## config.mk

```make
export PLATFORM = sky130hd
export DESIGN_NAME = mvm_sequencer
export DESIGN_NICKNAME = d
export VERILOG_FILES = /design/src/rtl/mvm_sequencer.sv
export SDC_FILE = /design/constraint.sdc
export NUM_CORES = 1
export LEC_CHECK = 0
export BUFFER_PORTS_ARGS = -buffer_cell sky130_fd_sc_hd__buf_4
export CORE_ASPECT_RATIO = 0.9
export CORE_UTILIZATION = 56
export CTS_CLUSTER_SIZE = 12
export DETAILED_ROUTE_END_ITERATION = 10
export GPL_TIMING_DRIVEN = 0
export PLACE_DENSITY_LB_ADDON = 0.12
export SETUP_SLACK_MARGIN = 0.15
export SLEW_MARGIN = 10
export SYNTH_ARGS = -nofsm -noshare
export SYNTH_HDL_FRONTEND = slang
export SYNTH_SLANG_ARGS = --single-unit
```

## constraint.sdc

```tcl
create_clock -name clk -period 7.6 [get_ports clk]
set_clock_uncertainty 0.1 [all_clocks]
set_input_delay 0 -clock clk [delete_from_list [all_inputs] [get_ports clk]]
set_output_delay 0 -clock clk [all_outputs]
set_load 0.1 [all_outputs]
```

## src/rtl/mvm_sequencer.sv

```systemverilog
`default_nettype none
// +--------------------------------------------------------------------------+
// | Module      : mvm_sequencer                                              |
// | Description : Run/busy sequencer for one matrix-vector pass. Reads the   |
// |               K/R header from the input and weight SRAMs, streams K      |
// |               operand pairs per row to the MAC datapath, and writes each |
// |               returned row result to the output SRAM.                    |
// |               Optional: define MVM_SEQ_PERF_EN to add perf_cycles, a     |
// |               32-bit count of busy cycles for the most recent pass.      |
// | Revision    : 1.0 - initial release                                      |
// +--------------------------------------------------------------------------+
module mvm_sequencer #(
  parameter int ADDR_W = 12,
  parameter int DATA_W = 16,
  parameter int MAX_K  = 256
) (
  input  logic              clk,
  input  logic              reset,
  input  logic              dut_run,
  output logic              dut_busy,
  output logic [ADDR_W-1:0] dut_sram_read_address,
  input  logic [DATA_W-1:0] sram_dut_read_data,
  output logic [ADDR_W-1:0] dut_wmem_read_address,
  input  logic [DATA_W-1:0] wmem_dut_read_data,
  output logic              dut_sram_write_enable,
  output logic [ADDR_W-1:0] dut_sram_write_address,
  output logic [DATA_W-1:0] dut_sram_write_data,
  output logic              mac_valid,
  output logic              mac_first,
  output logic              mac_last,
  output logic [DATA_W-1:0] mac_in_data,
  output logic [DATA_W-1:0] mac_w_data,
  input  logic              acc_valid,
  input  logic [DATA_W-1:0] acc_data,
  output logic              cfg_error
`ifdef MVM_SEQ_PERF_EN
  ,
  output logic [31:0]       perf_cycles
`endif
);

  // Number of words in one SRAM; the whole weight matrix plus header must fit.
  localparam int                  DEPTH   = 1 << ADDR_W;
  localparam logic [DATA_W-1:0]   K_LIMIT = DATA_W'(MAX_K);
  localparam logic [DATA_W-1:0]   R_LIMIT = DATA_W'(DEPTH);
  localparam logic [2*DATA_W-1:0] P_LIMIT = (2*DATA_W)'(DEPTH - 1);

  typedef enum logic [2:0] {
    S_IDLE    = 3'd0,
    S_HDR     = 3'd1,
    S_HDR_LAT = 3'd2,
    S_CHECK   = 3'd3,
    S_STREAM  = 3'd4,
    S_WAIT    = 3'd5,
    S_WRITE   = 3'd6,
    S_DONE    = 3'd7
  } state_t;

  state_t              state_q, state_d;
  logic                busy_q, busy_d;
  logic                cfg_err_q, cfg_err_d;
  logic [ADDR_W-1:0]   in_addr_q, in_addr_d;
  logic [ADDR_W-1:0]   w_addr_q, w_addr_d;
  logic                we_q, we_d;
  logic [ADDR_W-1:0]   wr_addr_q, wr_addr_d;
  logic [DATA_W-1:0]   wr_data_q, wr_data_d;
  logic                valid_q, valid_d;
  logic                first_q, first_d;
  logic                last_q, last_d;
  logic [DATA_W-1:0]   k_len_q, k_len_d;
  logic [DATA_W-1:0]   r_len_q, r_len_d;
  logic [DATA_W-1:0]   k_q, k_d;
  logic [DATA_W-1:0]   r_q, r_d;

  // Header legality: header word 0 plus R*K weights must fit, i.e. R*K <= DEPTH-1.
  logic [2*DATA_W-1:0] prod;
  logic                cfg_bad;
  logic                k_last;
  logic                r_last;

  assign prod    = {{DATA_W{1'b0}}, r_len_q} * {{DATA_W{1'b0}}, k_len_q};
  assign cfg_bad = (k_len_q == '0) || (r_len_q == '0) || (k_len_q > K_LIMIT) ||
                   (r_len_q > R_LIMIT) || (prod > P_LIMIT);
  assign k_last  = (k_q == k_len_q - DATA_W'(1));
  assign r_last  = (r_q == r_len_q - DATA_W'(1));

  // Next-state and registered-output computation for the pass sequencer.
  always_comb begin
    state_d   = state_q;
    busy_d    = busy_q;
    cfg_err_d = cfg_err_q;
    in_addr_d = in_addr_q;
    w_addr_d  = w_addr_q;
    we_d      = 1'b0;
    wr_addr_d = wr_addr_q;
    wr_data_d = wr_data_q;
    valid_d   = 1'b0;
    first_d   = 1'b0;
    last_d    = 1'b0;
    k_len_d   = k_len_q;
    r_len_d   = r_len_q;
    k_d       = k_q;
    r_d       = r_q;
    case (state_q)
      S_IDLE: begin
        if (dut_run) begin
          state_d   = S_HDR;
          busy_d    = 1'b1;
          cfg_err_d = 1'b0;
          in_addr_d = '0;
          w_addr_d  = '0;
        end
      end
      S_HDR: begin
        state_d = S_HDR_LAT;
      end
      S_HDR_LAT: begin
        k_len_d = sram_dut_read_data;
        r_len_d = wmem_dut_read_data;
        state_d = S_CHECK;
      end
      S_CHECK: begin
        if (cfg_bad) begin
          cfg_err_d = 1'b1;
          state_d   = S_DONE;
        end else begin
          r_d       = '0;
          k_d       = '0;
          in_addr_d = ADDR_W'(1);
          w_addr_d  = ADDR_W'(1);
          state_d   = S_STREAM;
        end
      end
      S_STREAM: begin
        // Flags are registered so they line up with the SRAM read data.
        valid_d   = 1'b1;
        first_d   = (k_q == '0);
        last_d    = k_last;
        in_addr_d = in_addr_q + ADDR_W'(1);
        // Weight pointer runs straight on into the next row's first weight.
        w_addr_d  = w_addr_q + ADDR_W'(1);
        if (k_last) begin
          state_d = S_WAIT;
        end else begin
          k_d = k_q + DATA_W'(1);
        end
      end
      S_WAIT: begin
        if (acc_valid) begin
          we_d      = 1'b1;
          wr_addr_d = r_q[ADDR_W-1:0];
          wr_data_d = acc_data;
          state_d   = S_WRITE;
        end
      end
      S_WRITE: begin
        if (r_last) begin
          state_d = S_DONE;
        end else begin
          r_d       = r_q + DATA_W'(1);
          k_d       = '0;
          in_addr_d = ADDR_W'(1);
          state_d   = S_STREAM;
        end
      end
      S_DONE: begin
        busy_d  = 1'b0;
        state_d = S_IDLE;
      end
      default: begin
        state_d = S_IDLE;
      end
    endcase
  end

  // State and output registers; reset aborts any pass in flight.
  always_ff @(posedge clk or posedge reset) begin
    if (reset) begin
      state_q   <= S_IDLE;
      busy_q    <= 1'b0;
      cfg_err_q <= 1'b0;
      in_addr_q <= '0;
      w_addr_q  <= '0;
      we_q      <= 1'b0;
      wr_addr_q <= '0;
      wr_data_q <= '0;
      valid_q   <= 1'b0;
      first_q   <= 1'b0;
      last_q    <= 1'b0;
      k_len_q   <= '0;
      r_len_q   <= '0;
      k_q       <= '0;
      r_q       <= '0;
    end else begin
      state_q   <= state_d;
      busy_q    <= busy_d;
      cfg_err_q <= cfg_err_d;
      in_addr_q <= in_addr_d;
      w_addr_q  <= w_addr_d;
      we_q      <= we_d;
      wr_addr_q <= wr_addr_d;
      wr_data_q <= wr_data_d;
      valid_q   <= valid_d;
      first_q   <= first_d;
      last_q    <= last_d;
      k_len_q   <= k_len_d;
      r_len_q   <= r_len_d;
      k_q       <= k_d;
      r_q       <= r_d;
    end
  end

  assign dut_busy               = busy_q;
  assign cfg_error              = cfg_err_q;
  assign dut_sram_read_address  = in_addr_q;
  assign dut_wmem_read_address  = w_addr_q;
  assign dut_sram_write_enable  = we_q;
  assign dut_sram_write_address = wr_addr_q;
  assign dut_sram_write_data    = wr_data_q;
  assign mac_valid              = valid_q;
  assign mac_first              = first_q;
  assign mac_last               = last_q;
  assign mac_in_data            = sram_dut_read_data;
  assign mac_w_data             = wmem_dut_read_data;

`ifdef MVM_SEQ_PERF_EN
  logic [31:0] perf_q;

  // Busy-cycle counter: cleared on pass acceptance, holds once the pass ends.
  always_ff @(posedge clk or posedge reset) begin
    if (reset) begin
      perf_q <= '0;
    end else if (state_q == S_IDLE && dut_run) begin
      perf_q <= '0;
    end else if (busy_q) begin
      perf_q <= perf_q + 32'd1;
    end
  end

  assign perf_cycles = perf_q;
`endif

endmodule
`default_nettype wire

```

==> summary.txt <==
DRC - 0
Worst path required time - 7.80 ns
Vias in the first global route - 14,800
Mux share of post-synthesis cell area - 2.85%
Clock Path Buffers - 2
Final hold vios - 0
Layout area overhead - 27.9%
Yosys warning count - 0
Async set-or-reset flop fraction in the synthesized netlist - 100%
Critical Path End Type - flip-flop
Area of placed instances - 17,700 um2
# setup viols final - 0
Synth area leader - fa_1
H-tree depth - 4
Crit-path max FO - 10
I/O Pins - 142
Final instance area - 20,600 um2
Minimum clock period - 7.40 ns
Routed via count - 14,700
Yosys reg bits - 125
First-pass GRT wire length - 79.6 mm
Die Footprint - 29,400 um2
Port Buffers - 141
Clock Latency Late Sink - 0.42 ns
Crit path DAT - 7.59 ns
CTS tree - done
Die Y - 163 um
Final instance count without filler cells - 2,537
Largest cells by area after synthesis - fa_1, dfrtp_1, ha_1, nand2_1, inv_1
Synth top area share - 24.1%
Number of nets in the layout - 2,522
Row count - 58
Number of enable flip-flop cells after synthesis - 0
DP Wirelength - 35.5 mm
Dpl cells - 2,379
Worst slew pin tran - 1.10 ns
Hold Crit Class - in -> async
Post-synthesis sequential area ratio - 19.4%
TritonCTS Buffers - 17
Pins over their slew limit - 0
Synthesized Nets - 2,234
Final cell utilization of the core - 73.3%
Synthesized cell area - 16,100 um2
Post-Synth XOR/XNOR Area - 2.61%
Final WL - 49.4 mm
Share of post-route cells with drive strength above 1 - 23.2%
Placer Congestion - 0.940
Antenna violation net count after detailed routing - 0
Root Buffer Master - clkbuf_16
Max-Cap Viols - 0
Clock Sinks - 125
R2r setup slk - 0.20 ns
Cell variety after synth - 75
Avg Cell Area, Syn - 8.58 um2
Ys flop type - dfrtp_1
Die width - 181 um
Wire per inst - 19.5 um
Post-synthesis compound-gate area fraction - 10.8%
Status - finished clean
Grt ovf - 0
Vias/cell - 5.79
1st-pass router iterations - 5
Fmax - 135 MHz
WS Path Type - reg -> reg
Crit path launch type - flip-flop
Initial antenna violation count - 1
CTS clock-pin slew for the worst setup and hold paths - 0.06 ns
Largest net degree at the start of global routing - 78
Synthesized netlist cell count - 1,876
Worst relative slew slack - 26.2%
Simple-gate share of the synthesized area - 21.3%
GRT Util Overall - 34.9%
Initial DRC Count - 1,316
Post-synthesis adder-cell area fraction - 32.8%
Core footprint - 28,100 um2
Largest family of logic cells by synthesized area - adder cells
Starting density of the core - 57.3%
RSZ-0062 raised after global routing - true
Crit share post-route - 97.3%
-- metrics by stage --
step	hold WS (ns)	worst slack [ns]	TNS, ns
3_3_place_gp	0.0900	-1.60	-79.95
3_5_place_dp	-0.0343	-1.63	-82.47
2_1_floorplan	0.00544	0.158	0
4_1_cts	0.0879	0.0936	0
5_1_grt	0.0961	-0.00461	-0.0101
6_report	0.0609	0.204	0
-- per-layer routing --
metal  track usage, %  up-vias  share of wire [%]
li1                 -     6680                  -
met3             7.54       86                7.5
met1             48.2     7355                 44
met5                0        -                  0
met2             55.2      558                 46
met4             10.6        0                2.5
-- logic make-up after synthesis --
logic type,count (synthesis)
and+or+nand+nor,685
buffers and inverters,401
adders and majority gates,306
AOI/OAI and AO/OA,269
DFF,125
xor gates and xnor gates,48
muxes,42
-- worst paths after layout --
| path | to | cells after the start | startpoint |
|---|---|---|---|
| setup / recovery | k_q[4]$_DFFE_PP0P_ | 27 | r_len_q[9]$_DFFE_PP0P_ |
| hold / removal | dut_sram_write_data[8]$_DFFE_PP0P_ | 3 | reset |
| setup reg to reg | k_q[4]$_DFFE_PP0P_ | 27 | r_len_q[9]$_DFFE_PP0P_ |
| hold reg to reg | dut_sram_write_address[6]$_DFFE_PP0P_ | 2 | dut_sram_write_address[6]$_DFFE_PP0P_ |
| max in group asynchronous | r_len_q[12]$_DFFE_PP0P_ | 4 | reset |
| min in group clk | dut_sram_write_data[2]$_DFFE_PP0P_ | 4 | acc_data[2] |
-- final cells by class --
type	instances	area (um2)
antenna	1	2.50
buffer	141	1420
clock buffer	25	495
clock inverter	6	60.1
fill	2114	7490
inverter	260	981
multi-input combinational	1350	11800
sequential	125	3130
tap	360	450
timing repair buffer	269	2230
-- cell usage in the layout (no fill, tap or decap), drive strengths merged, types with 29 or more instances in the layout --
cell	count
a21oi	73
and2	122
buf	283
clkbuf	101
dfrtp	125
dlygate4sd3	51
fa	194
ha	112
inv	258
mux2	31
nand2	311
nand3	36
nor2	51
o21ai	72
xnor2	29
-- flip-flops by register name (all words and copies together), names as in the netlist, 3 cells and up --
signal and count:
dut_sram_read_address 12, dut_sram_write_data 16, r_len_q 16, dut_sram_write_address 12, dut_wmem_read_address 12, k_len_q 16
r_q 16, k_q 16, state_q 3
-- Yosys cell counts, types with 8 or more instances --
cell type,count
a211oi_1,11
a21oi_1,71
a31oi_1,12
and2_1,122
and3_1,18
buf_4,32
clkbuf_1,94
dfrtp_1,125
fa_1,194
ha_1,112
inv_1,258
mux2_2,31
mux2i_1,11
nand2_1,311
nand3_1,36
nand4_1,27
nor2_1,51
nor2b_1,8
nor3_1,24
nor4_1,14
o211ai_1,20
o21a_1,9
o21ai_0,69
o31ai_1,10
or3_1,20
or4_1,8
or4b_2,9
xnor2_1,29
xor2_1,19
-- worst max-delay path, cell delays in order, from the launching register on --
cell and delay, ns:
dfrtp_1 0.39, buf_8 0.17, clkbuf_8 0.20, nand2_1 0.09, fa_1 0.58, fa_2 0.44
fa_2 0.35, fa_1 0.52, inv_2 0.04, fa_1 0.54, inv_2 0.04, fa_1 0.52
inv_2 0.06, ha_4 0.22, buf_6 0.13, and3_4 0.18, and3_4 0.18, a211oi_4 0.39
o22ai_2 0.14, or4_1 0.54, a32o_2 0.30, nor4b_4 0.21, buf_4 0.19, nand2_8 0.08
clkbuf_16 0.17, nand2_2 0.13, buf_2 0.28, a21oi_1 0.07
-- repair_timing --
action,CTS,global route
hold buffers,51,0
hold endpoints to repair,180,0
endpoints found under the setup margin,59,59
resized for setup,280,79
cloned,3,0
buffers inserted,61,11
pin swaps,91,30
Power is not shown: default switching activity piles up to over one toggle a cycle in this logic, so the estimate is an artifact.
